<file path="src/rtl/divider_16.sv">
`default_nettype none
// ============================================================================
// Module   : divider_16
// Purpose  : Signed Q1.15 fractional divider. Restoring radix-2 iteration,
//            one quotient bit per clock, with early exit for divide-by-zero,
//            zero dividend and quotient-overflow (saturation) cases.
// Config   : define DIVIDER_16_ROUND_EN to run one guard iteration and
//            round the magnitude to nearest instead of truncating.
// Revision : 1.0 - initial release
// ============================================================================
module divider_16 (
   input  logic        I_CLK,
   input  logic        I_RST_N,
   input  logic        I_VLD,
   input  logic [15:0] I_DIVIDEND,
   input  logic [15:0] I_DIVISOR,
   output logic        O_BUSY,
   output logic        O_VLD,
   output logic [15:0] O_QUOTIENT,
   output logic        O_DIV0
);

`ifdef DIVIDER_16_ROUND_EN
   localparam logic [4:0] c_iter = 5'd16;
`else
   localparam logic [4:0] c_iter = 5'd15;
`endif
   localparam logic [15:0] c_pos_sat = 16'h7FFF;
   localparam logic [15:0] c_neg_sat = 16'h8001;

   typedef enum logic [1:0] {
      IDLE = 2'd0,
      CALC = 2'd1,
      DONE = 2'd2
   } state_t;

   state_t      r_state, w_state_nx;
   logic [15:0] r_rem,   w_rem_nx;    // partial remainder, always < divisor
   logic [15:0] r_div,   w_div_nx;    // divisor magnitude
   logic [15:0] r_quo,   w_quo_nx;    // quotient bits, shifted in MSB first
   logic        r_sign,  w_sign_nx;
   logic [4:0]  r_cnt,   w_cnt_nx;
   logic        r_vld,   w_vld_nx;
   logic [15:0] r_q_out, w_q_out_nx;
   logic        r_div0,  w_div0_nx;

   logic [15:0] w_dvd_mag;
   logic [15:0] w_dsr_mag;
   logic [16:0] w_rem_sh;
   logic [15:0] w_rem_sub;
   logic        w_ge;
   logic [15:0] w_mag;
   logic [15:0] w_result;

   // Two's-complement magnitude; 0x8000 maps onto itself, which is the
   // desired 16-bit magnitude of -1.0.
   assign w_dvd_mag = I_DIVIDEND[15] ? (~I_DIVIDEND + 16'd1) : I_DIVIDEND;
   assign w_dsr_mag = I_DIVISOR[15]  ? (~I_DIVISOR  + 16'd1) : I_DIVISOR;

   // One restoring step. The remainder is below the divisor (<= 0x8000), so
   // the shifted value needs 17 bits but the difference always fits 16.
   assign w_rem_sh  = {r_rem, 1'b0};
   assign w_rem_sub = w_rem_sh[15:0] - r_div;
   assign w_ge      = (w_rem_sh >= {1'b0, r_div});

`ifdef DIVIDER_16_ROUND_EN
   logic [15:0] w_round;
   // Guard bit rounds half up; a carry into bit 15 saturates to +max.
   assign w_round = {1'b0, r_quo[15:1]} + {15'd0, r_quo[0]};
   assign w_mag   = w_round[15] ? c_pos_sat : w_round;
`else
   // Quotient < 1.0 here, so bit 15 of the 15-iteration result is zero.
   assign w_mag   = r_quo;
`endif

   assign w_result = r_sign ? (~w_mag + 16'd1) : w_mag;

   // State register plus datapath registers; reset wipes everything at once.
   always_ff @(posedge I_CLK or negedge I_RST_N) begin
      if (!I_RST_N) begin
         r_state <= IDLE;
         r_rem   <= '0;
         r_div   <= '0;
         r_quo   <= '0;
         r_sign  <= 1'b0;
         r_cnt   <= '0;
         r_vld   <= 1'b0;
         r_q_out <= '0;
         r_div0  <= 1'b0;
      end else begin
         r_state <= w_state_nx;
         r_rem   <= w_rem_nx;
         r_div   <= w_div_nx;
         r_quo   <= w_quo_nx;
         r_sign  <= w_sign_nx;
         r_cnt   <= w_cnt_nx;
         r_vld   <= w_vld_nx;
         r_q_out <= w_q_out_nx;
         r_div0  <= w_div0_nx;
      end
   end

   // Next-state and next-datapath logic; result outputs default to zero so
   // they are only non-zero during the DONE strobe.
   always_comb begin
      w_state_nx = r_state;
      w_rem_nx   = r_rem;
      w_div_nx   = r_div;
      w_quo_nx   = r_quo;
      w_sign_nx  = r_sign;
      w_cnt_nx   = r_cnt;
      w_vld_nx   = 1'b0;
      w_q_out_nx = '0;
      w_div0_nx  = 1'b0;
      case (r_state)
         IDLE: begin
            if (I_VLD) begin
               w_state_nx = CALC;
               w_rem_nx   = w_dvd_mag;
               w_div_nx   = w_dsr_mag;
               w_sign_nx  = I_DIVIDEND[15] ^ I_DIVISOR[15];
               w_quo_nx   = '0;
               w_cnt_nx   = '0;
            end
         end
         CALC: begin
            // Early-exit checks happen on the first CALC edge, before any
            // remainder bits are consumed.
            if ((r_cnt == 5'd0) && (r_div == 16'd0)) begin
               w_state_nx = DONE;
               w_vld_nx   = 1'b1;
               w_q_out_nx = c_pos_sat;
               w_div0_nx  = 1'b1;
            end else if ((r_cnt == 5'd0) && (r_rem == 16'd0)) begin
               w_state_nx = DONE;
               w_vld_nx   = 1'b1;
               w_q_out_nx = 16'h0000;
            end else if ((r_cnt == 5'd0) && (r_rem >= r_div)) begin
               w_state_nx = DONE;
               w_vld_nx   = 1'b1;
               w_q_out_nx = r_sign ? c_neg_sat : c_pos_sat;
            end else if (r_cnt == c_iter) begin
               w_state_nx = DONE;
               w_vld_nx   = 1'b1;
               w_q_out_nx = w_result;
            end else begin
               w_rem_nx = w_ge ? w_rem_sub : w_rem_sh[15:0];
               w_quo_nx = {r_quo[14:0], w_ge};
               w_cnt_nx = r_cnt + 5'd1;
            end
         end
         DONE: begin
            w_state_nx = IDLE;
         end
         default: begin
            w_state_nx = IDLE;
         end
      endcase
   end

   assign O_BUSY     = (r_state != IDLE);
   assign O_VLD      = r_vld;
   assign O_QUOTIENT = r_q_out;
   assign O_DIV0     = r_div0;

endmodule
`default_nettype wire

</file>
<file path="config.mk">
export PLATFORM = sky130hd
export DESIGN_NAME = divider_16
export DESIGN_NICKNAME = d
export VERILOG_FILES = /design/src/rtl/divider_16.sv
export SDC_FILE = /design/constraint.sdc
export NUM_CORES = 1
export LEC_CHECK = 0
export BUFFER_PORTS_ARGS = -buffer_cell sky130_fd_sc_hd__buf_2
export CAP_MARGIN = 20
export CORE_ASPECT_RATIO = 1.4
export CORE_MARGIN = 2
export CORE_UTILIZATION = 60
export CTS_BUF_LIST = sky130_fd_sc_hd__clkbuf_4 sky130_fd_sc_hd__clkbuf_8 sky130_fd_sc_hd__clkbuf_16
export DETAILED_ROUTE_END_ITERATION = 8
export PLACE_DENSITY = 0.81
export SLEW_MARGIN = 20
export SYNTH_ARGS = -nofsm -noshare
export SYNTH_HDL_FRONTEND = slang
export SYNTH_SLANG_ARGS = --single-unit
</file>
<file path="constraint.sdc">
create_clock -name I_CLK -period 3.8 [get_ports I_CLK]
set_input_delay 0.19 -clock I_CLK [delete_from_list [all_inputs] [get_ports I_CLK]]
set_output_delay 0.19 -clock I_CLK [all_outputs]
set_load 0.1 [all_outputs]
</file>
# After elaboration in Yosys (flattened, before gate mapping)
# Index checks and enable logic that the tools add are counted.
# word_totals
ff_bits	74
out_inout_bits	19
word_cells	81
# op_classes
add_sub_neg	5
n_lt_le_gt_ge	2
eq_ne	8
muxes	41
n_bitwise	4
reduce_logical	12
# ops
op	n
16-bit 2-to-1 mux	20
16-bit case mux with 2 select lines	2
16-bit by 1-bit adder with 16-bit output, second input constant	3
16-bit inverter	3
16-bit zero test	2
5-bit 2-to-1 mux	5
17-bit by 16-bit greater-or-equal comparator with 1-bit output	1
16-bit greater-or-equal comparator	1
16-bit subtractor	1
2-bit 2-to-1 mux	5
2-bit inequality test, second input constant	5
5-bit case mux with 2 select lines	1
1-bit 2-to-1 mux	7
6-bit AND reduction	1
5-bit by 1-bit adder with 5-bit output, second input constant	1
5-bit by 4-bit equality test with 1-bit output, second input constant	1
5-bit zero test	1
5-bit inequality test, second input constant	1
2-bit case mux with 2 select lines	1
2-bit AND reduction	2
2-bit nonzero test	2
1-bit logical AND	3
2-bit by 1-bit equality test with 1-bit output, second input constant	1
2-bit zero test	1
1-bit XOR	1

# Depth between registers and ports, before layout
# Gate-level depths: netlist of the first run.
# depth
ltp_word	8
depth_mapped	12
depth_no_buf	10

# Least setup slack after synthesis of the first run
# Ideal clock, no wire load.
# synth_path
path_type	flip-flop to flip-flop
startpoint	register r_rem[5]
endpoint	register r_rem[13]
setup_time_ns	0.121
arrival_time_ns	2.589
path_slack_ns	1.090
path_stages_with_launch	11
n_path_buf	1
period_less_slack_ns	2.710
cell_sequence	dfrtp_1 ha_1 or2_2 and4b_1 o211ai_1 nand2_1 nor3_1 or2_2 clkbuf_1 o311ai_0 a22o_1
# synth_via
elab_chain_cells	7
# synth_lines
element	line	text
start, declared	38	logic [15:0] r_rem, w_rem_nx;
start signal, assigned	92	r_rem <= w_rem_nx;
16-bit subtractor or 17-bit by 16-bit greater-or-equal comparator with 1-bit output (tied branches)	63, 64	
16-bit 2-to-1 mux	147	w_rem_nx = w_ge ? w_rem_sub : w_rem_sh[15:0];
16-bit 2-to-1 mux	142	end else if (r_cnt == c_iter) begin
16-bit 2-to-1 mux	138	end else if ((r_cnt == 5'd0) && (r_rem >= r_div)) begin
16-bit 2-to-1 mux	134	end else if ((r_cnt == 5'd0) && (r_rem == 16'd0)) begin
16-bit 2-to-1 mux	129	if ((r_cnt == 5'd0) && (r_div == 16'd0)) begin
16-bit case mux with 2 select lines	115	case (r_state)
# Parallel ways exist; a longest one is shown, timed or not. The select of a mux whose other input is x is not followed.
# A chain may end at the register's enable or synchronous reset.

# Worst setup path in the final report of the first run
# layout_path
startpoint	register r_cnt[0]
endpoint	register r_cnt[3]
# layout_via
elab_chain_cells	6
# layout_lines
element	line	text
start, declared	42	logic [4:0] r_cnt, w_cnt_nx;
start signal, assigned	96	r_cnt <= w_cnt_nx;
5-bit by 1-bit adder with 5-bit output	149	w_cnt_nx = r_cnt + 5'd1;
5-bit 2-to-1 mux	142	
5-bit 2-to-1 mux	138	
5-bit 2-to-1 mux	134	
5-bit 2-to-1 mux	129	
5-bit case mux with 2 select lines	115	
# Parallel ways exist; a longest one is shown, timed or not. The select of a mux whose other input is x is not followed.

==> results of run 1 <==
-- cells in the mapped netlist (2+ instances only) --
library cell | instances | share of area
inv_1 | 30 | 0.021
o22ai_1 | 3 | 0.0035
nor2_1 | 38 | 0.027
o31ai_1 | 16 | 0.023
o311ai_0 | 3 | 0.0050
nor3_1 | 12 | 0.011
o211ai_1 | 8 | 0.011
a211oi_1 | 4 | 0.0057
a21o_1 | 12 | 0.017
nand2b_1 | 7 | 0.0083
o31a_1 | 3 | 0.0050
buf_1 | 2 | 0.0014
ha_1 | 38 | 0.090
a22o_1 | 10 | 0.017
nor4_1 | 11 | 0.013
a21oi_1 | 30 | 0.028
and3_1 | 2 | 0.0024
o41ai_1 | 9 | 0.015
or2_2 | 5 | 0.0059
nand3_1 | 8 | 0.0076
o21a_1 | 3 | 0.0043
buf_2 | 2 | 0.0019
a311oi_1 | 2 | 0.0033
nor2b_1 | 5 | 0.0059
a21boi_0 | 3 | 0.0043
o21ai_1 | 2 | 0.0019
or3_1 | 7 | 0.0083
or4_1 | 6 | 0.0085
nand2_1 | 119 | 0.084
xnor2_1 | 29 | 0.048
o21ai_0 | 72 | 0.068
clkbuf_1 | 23 | 0.016
nor3b_1 | 2 | 0.0028
xor2_1 | 22 | 0.036
mux2i_1 | 2 | 0.0038
dfrtp_1 | 74 | 0.35
and2_1 | 2 | 0.0024
-- per-stage QoR --
step                      hold WS [ns]  instances   util  total power [mW]
after floorplan                 -0.106        642      -              4.35
after global placement           0.211        780  0.661              5.20
after detailed placement         0.222        780  0.661              5.31
after CTS                        0.108        797  0.698              6.23
after global routing             0.144        797  0.698              6.79
final                            0.104        797  0.698              6.29
-- state kept, by name, indices dropped and copies added (netlist names) --
| register | flops |
|---|---|
| O_QUOTIENT | 16 |
| r_div | 16 |
| O_DIV0 | 1 |
| r_quo | 16 |
| r_cnt | 5 |
| r_rem | 16 |
| O_VLD | 1 |
| r_sign | 1 |
| r_state | 2 |
-- critical path, cell delays in order (launching register included) --
cell	delay [ns]
dfrtp_1	0.43
inv_1	0.08
ha_1	0.14
nor4b_2	0.44
nand3_1	0.17
o21ai_1	0.40
nor2_1	0.19
a21oi_4	0.53
buf_12	0.29
o21ai_1	0.11
a22o_1	0.18
-- area by class of cell --
cell class,instances,share of cell area
inverters,30,0.0188
clock inverters,7,0.0138
well taps,105,0.0220
multi-input cells,510,0.540
clock buffers,9,0.0377
flip-flops and latches,74,0.310
repair buffers,62,0.0582
-- power groups by stage --
stage | Clock, mW | Combinational, mW | Sequential (mW)
global route | 0.931 | 4.44 | 1.42
CTS | 0.894 | 3.96 | 1.38
global placement | 0 | 3.82 | 1.38
finish | 0.895 | 4.00 | 1.39
detailed placement | 0 | 3.92 | 1.39
floorplan | 0 | 2.74 | 1.61
-- cell usage in the layout (no fill, tap or decap), types with 2 or more instances in the layout --
cell type / synthesis / final
a211oi_1: 4 / 4
a21boi_0: 3 / 3
a21o_1: 12 / 12
a21oi_1: 30 / 29
a22o_1: 10 / 10
a311oi_1: 2 / 2
and2_1: 2 / 2
and3_1: 2 / 2
buf_2: 2 / 53
buf_4: 0 / 7
clkbuf_16: 0 / 9
clkinvlp_4: 0 / 2
dfrtp_1: 74 / 74
ha_1: 38 / 38
inv_1: 30 / 30
inv_6: 0 / 3
mux2i_1: 2 / 2
nand2_1: 119 / 119
nand2b_1: 7 / 7
nand3_1: 8 / 8
nor2_1: 38 / 38
nor2b_1: 5 / 4
nor3_1: 12 / 12
nor3b_1: 2 / 2
nor4_1: 11 / 11
o211ai_1: 8 / 8
o21a_1: 3 / 3
o21ai_0: 72 / 72
o21ai_1: 2 / 2
o22ai_1: 3 / 3
o311ai_0: 3 / 3
o31a_1: 3 / 3
o31ai_1: 16 / 16
o41ai_1: 9 / 9
or2_2: 5 / 5
or3_1: 7 / 7
or4_1: 6 / 6
xnor2_1: 29 / 29
xor2_1: 22 / 22
-- worst max-delay path by stage --
stage	start	to	depth (start not counted)
finish	r_cnt[0]	r_cnt[3]	10
global placement	r_cnt[0]	r_cnt[3]	10
CTS	r_cnt[0]	r_cnt[3]	10
floorplan	r_rem[5]	r_rem[13]	10
detailed placement	r_cnt[0]	r_cnt[3]	10
global route	r_cnt[0]	r_cnt[3]	10
-- kinds of logic after synthesis --
logic type,count (synthesis),synth area share
AO/OA/AOI/OAI,185,0.221
XOR/XNOR,51,0.0844
adder cells (fa/ha/maj),39,0.0936
buffers and inverters,58,0.0430
flip-flops,74,0.350
multiplexers,2,0.00378
AND/OR/NAND/NOR,233,0.205
-- per-layer routing --
| metal | global-route usage | wire length, um | share of wire |
|---|---|---|---|
| met1 | 0.333 | 5380 | 0.38 |
| met2 | 0.563 | 7540 | 0.54 |
| met3 | 0.0416 | 476 | 0.034 |
| met4 | 0.165 | 634 | 0.045 |
| met5 | 0 | 0 | 0 |
==> impl_metrics.toml, run 1 <==
[detailed_routing]
first_pass_iters = 5
final_antenna_net_count = 0
vias = 4872
drtIter0Drc = 331
post_drt_wl_per_cell_um = 17.6
drt-total-wl_um = 14000
drc = 0
via_per_inst = 6.11

[synthesis]
ys_warn_count = 0
synth_cell_types = 53
ys_seq_area_frac = 0.350
avgSynthCellArea_sq_um = 8.24
yosys_most_used_dff = "dfrtp_1"
ys_async_sr_fraction = 1.00
synth-edff-count = 0
ys_ff_latch = 74
synth_fp_nets = 716
netlist_instances = 642
netlist_area_sq_mm = 0.00529

[placed_design]
hpwl_um = 10400
port_buffers = 53
place_area_sq_mm = 0.00566
place_congestion = 0.988
pre_cts_ws_ns = 0.816

[min_path]
min-delay-start = "I_DIVISOR[0]"
min_path_cells = 3
min_to = "r_div[0]"
hold_path.class = "input port to register"

[global_route]
grt_first_pass_wirelength_um = 23100
grt_pass1_vias = 4869
grt-ovfl-total = 0
grt_max_degree = 51
grt.total_usage = 0.303
antenna_found_initial = 0

[sta]
period_minus_slack_ns = 3.06
fin_skew_ns = 0.00427
worst_pin_slew_ns = 0.698
timing.fmax_mhz = 327
worst_slack_ns = 0.741
rsz0062_at_grt = "no"
finalSetupViolCount = 0
slew_viol_final = 0
relSlewSlack = 0.534
min_period_over_period = 0.805
setup-tns-final_ns = 0
timing_hold_violations_final = 0

[power]
peakVddDrop_mv = 0.656
clock_power_share = 0.142
p_int_mw = 3.04
switching_share = 0.516
p_leak_nw = 2.81
p_seq_frac = 0.221
comb_power_share = 0.636
power.density_mw_per_mm2 = 1050
netSwitchingPower_mw = 3.25

[cts]
clockBufferDepth = 2
cts_tree = "yes"
cts_setup_buffers = 0
insertion_delay_ns = 0.35
post_cts_resize_count = 0
htreeDepth = 3
clk_pin_slew_ns = 0.06
clkSinkCount = 74
ctsHoldBuffers = 1
cts_root_buf = "clkbuf_16"
cts_buffers = 9

[finish]
syn2layout_area_growth_pct = 13.0
fin_area_sq_mm = 0.00598
multiInputGateArea_sq_mm = 0.00323
drive_gt1_frac = 0.130
n_antenna_cell = 0
num-nets-final = 761
seq_area_sq_mm = 0.00185
num-fill-cells = 689

[worst_setup_path]
endpoint_kind = "register"
cp_data_arrival_time_ns = 3.30
startpoint_type = "register"
r2r-end = "r_cnt[3]"
crit_required_ns = 4.04
reg2reg_depth = 10
worstPathMaxFanout = 50
r2r-start = "r_cnt[0]"
crit_type = "register to register"
regToRegSetupSlack_ns = 0.74

[floorplanning]
dieWidth_um = 83.4
core_sq_mm = 0.00856
start_util = 0.618
die-area_sq_mm = 0.00960
ios = 54
fp.dieH_um = 115
num_rows = 40

[run]
maxCapViolCount = 0

[outcome]
status = "finished clean"
(Power assumes the default switching activity.)
==> inputs of run 2 (changes only) <==
--- a/config.mk
+++ b/config.mk
@@ -5,11 +5,12 @@
 export SDC_FILE = /design/constraint.sdc
 export NUM_CORES = 1
 export LEC_CHECK = 0
+export ABC_AREA = 1
 export BUFFER_PORTS_ARGS = -buffer_cell sky130_fd_sc_hd__buf_2
 export CAP_MARGIN = 20
 export CORE_ASPECT_RATIO = 1.4
 export CORE_MARGIN = 2
-export CORE_UTILIZATION = 60
+export CORE_UTILIZATION = 61
 export CTS_BUF_LIST = sky130_fd_sc_hd__clkbuf_4 sky130_fd_sc_hd__clkbuf_8 sky130_fd_sc_hd__clkbuf_16
 export DETAILED_ROUTE_END_ITERATION = 8
 export PLACE_DENSITY = 0.81
==> constraint.sdc (replaced) <==
create_clock -name I_CLK -period 3.1 [get_ports I_CLK]
set_input_delay 0.155 -clock I_CLK [delete_from_list [all_inputs] [get_ports I_CLK]]
set_output_delay 0.155 -clock I_CLK [all_outputs]
set_load 0.1 [all_outputs]
==> run 2 against run 1 <==
Compared with the run above: clock skew increased by 0.0017 ns; routed wire length increased by 25%; global-route usage increased by 3.4 points; first-iteration DRC count increased by 15%; core utilization decreased by 1.4 points; largest cell class unchanged.
==> impl_metrics.toml, run 2 <==
[outcome]
status = "finished clean"

[detailed_routing]
post_drt_wl_per_cell_um = 15.4
final_antenna_net_count = 0
vias = 6373
drc = 0
via_per_inst = 5.58
top_layer_used = "met4"
drt-total-wl_um = 17600
wl_met1_um = 6680
first_pass_iters = 7
wl_met3_um = 824
dr_wl_met2_um = 9230
drtIter0Drc = 379

[synthesis]
ys_async_sr_fraction = 1.00
synth-edff-count = 0
synth_fp_nets = 1038
yosys.cell_count.top_type = "nand2_1"
netlist_instances = 964
ys_warn_count = 0
synth_commonest_cells = "316 x nand2_1, 130 x nand3_1, 125 x inv_1, 80 x nor2_1, 74 x dfrtp_1"
ys_ff_latch = 74
ys_seq_area_frac = 0.300
yosysTopAreaCell = "dfrtp_1"
netlist_area_sq_mm = 0.00617
synth_cell_types = 40
synth.top_cell.area_share = 0.300
synth.area.top_cells = "dfrtp_1 30%, nand2_1 19%, nand3_1 11%"
yosys_most_used_dff = "dfrtp_1"
avgSynthCellArea_sq_um = 6.40

[worst_setup_path]
critPathSlowestCell = "dfrtp_1"
worstPathMaxFanout = 16
reg2reg_depth = 16
crit_path_max_incr_delay_ns = 0.39
crit_top_cell = "nand2_1"
endpoint_kind = "register"
crit_required_ns = 3.33
crit_type = "register to register"
cp_cell_sequence = "inv_1, ha_1, nand2_1, inv_1, nand2_1, nand2_1, nand2_1, nand2_1, nor2_4, nand2_4, nand2_2, nand2_1, nand2_1, nand2_1, nand2_1, nand2_1"
startpoint_type = "register"
cp_data_arrival_time_ns = 2.67

[floorplanning]
die-area_sq_mm = 0.0109
dieWidth_um = 89.0
ios = 54
fp.dieH_um = 123
start_util = 0.623
num_rows = 43
core_sq_mm = 0.00990

[run]
maxCapViolCount = 0

[sta]
min_period_over_period = 0.788
setup-tns-final_ns = 0
finalSetupViolCount = 0
period_minus_slack_ns = 2.44
fin_skew_ns = 0.00594
timing_hold_violations_final = 0
worst_pin_slew_ns = 0.943
relSlewSlack = 0.372
rsz0062_at_grt = "no"
timing.fmax_mhz = 409
slew_viol_final = 0

[min_path]
min_path_cells = 3
hold_path.class = "input port to register"

[cts]
htreeDepth = 3
clk_pin_slew_ns = 0.06
cts_buffers = 9
cts_root_buf = "clkbuf_16"
clkSinkCount = 74
post_cts_resize_count = 0
insertion_delay_ns = 0.34
clockBufferDepth = 2
cts_tree = "yes"

[placed_design]
port_buffers = 53
hpwl_um = 13100
place_congestion = 0.970
placedCellCount = 1126

[finish]
num-nets-final = 1077
drive_gt1_frac = 0.0972
layout_common_cells = "315 x nand2_1, 130 x nand3_1, 125 x inv_1"
stdcell_count = 1143
syn2layout_area_growth_pct = 9.86
n_antenna_cell = 0
final_common_cell = "nand2_1"

[global_route]
antenna_found_initial = 0
grt_first_pass_wirelength_um = 28300
grt.total_usage = 0.337
grt_max_degree = 75
grt_pass1_vias = 6092
grt-ovfl-total = 0

[power]
p_leak_nw = 3.85
power.density_mw_per_mm2 = 1220
peakVddDrop_mv = 0.632
power_mw = 8.24
## run 2: cell types whose count changed in the layout (fill, tap and decap cells not counted), moves of 18 or more
cell / change
nand2_1: +196
nand3_1: +122
inv_1: +95
nor2_1: +42
o21ai_0: -28
xnor2_1: -23
nand4_1: +18
## run 2: final timing paths
path	from	endpoint	slack (ns)
min reg2reg	r_div[5]	r_div[5]	0.48
max	r_div[11]	r_rem[15]	0.66
min	I_DIVISOR[7]	r_div[7]	0.14
max in group asynchronous	I_RST_N	O_DIV0	1.98
min in group asynchronous	I_RST_N	r_cnt[0]	0.52
max reg2reg	r_div[11]	r_rem[15]	0.66
## run 2: kinds of logic after synthesis
| family | synth area share |
|---|---|
| and+or+nand+nor | 0.408 |
| buffers and inverters | 0.110 |
| AOI/OAI and AO/OA | 0.0771 |
| DFF | 0.300 |
| adders and majority gates | 0.0803 |
| xor gates and xnor gates | 0.0241 |
## run 2: repair_timing
action,in CTS,in global routing
buffers inserted,0,0
endpoints found under the hold margin,22,0
setup endpoints to repair,0,0
hold buffers,1,0
## run 2: metal layers
layer,vias to the layer above,global-route usage
met1,2922,0.379
met2,224,0.611
met5,-,0
met3,62,0.0454
li1,3165,-
met4,0,0.168
## run 2: final cells by class
class                           instances  area, sq um
Clock inverter                          6         50.0
Clock buffer                           10          239
Multi-Input combinational cell        727         3640
Tap cell                              135          169
Fill cell                             997         3120
Sequential cell                        74         1850
Timing Repair Buffer                   63          345
Inverter                              128          480
## run 2: critical path, delay by kind of cell, from the launching register on
family / cells / cell delay (ns)
AND/OR/NAND/NOR: 13 / 1.42
flip-flops: 1 / 0.39
adder cells (fa/ha/maj): 1 / 0.33
buffers and inverters: 2 / 0.18
## run 2: report_power, final
part	total (mW)	switching (mW)	internal, mW
Sequential	1.56	0.283	1.27
Combinational	5.68	3.92	1.76
Clock	1.01	0.437	0.572
Total	8.24	4.64	3.60
## run 2: per-stage QoR
stage	util	cell area (sq um)	worst slack, ns	hold slack, ns
6_report	0.684	6780	0.657	0.139
2_1_floorplan	-	6170	1.25	-0.141
3_5_place_dp	0.654	6480	0.703	0.357
4_1_cts	0.684	6780	0.663	0.138
3_3_place_gp	0.654	6480	0.691	0.348
5_1_grt	0.684	6780	0.455	0.161
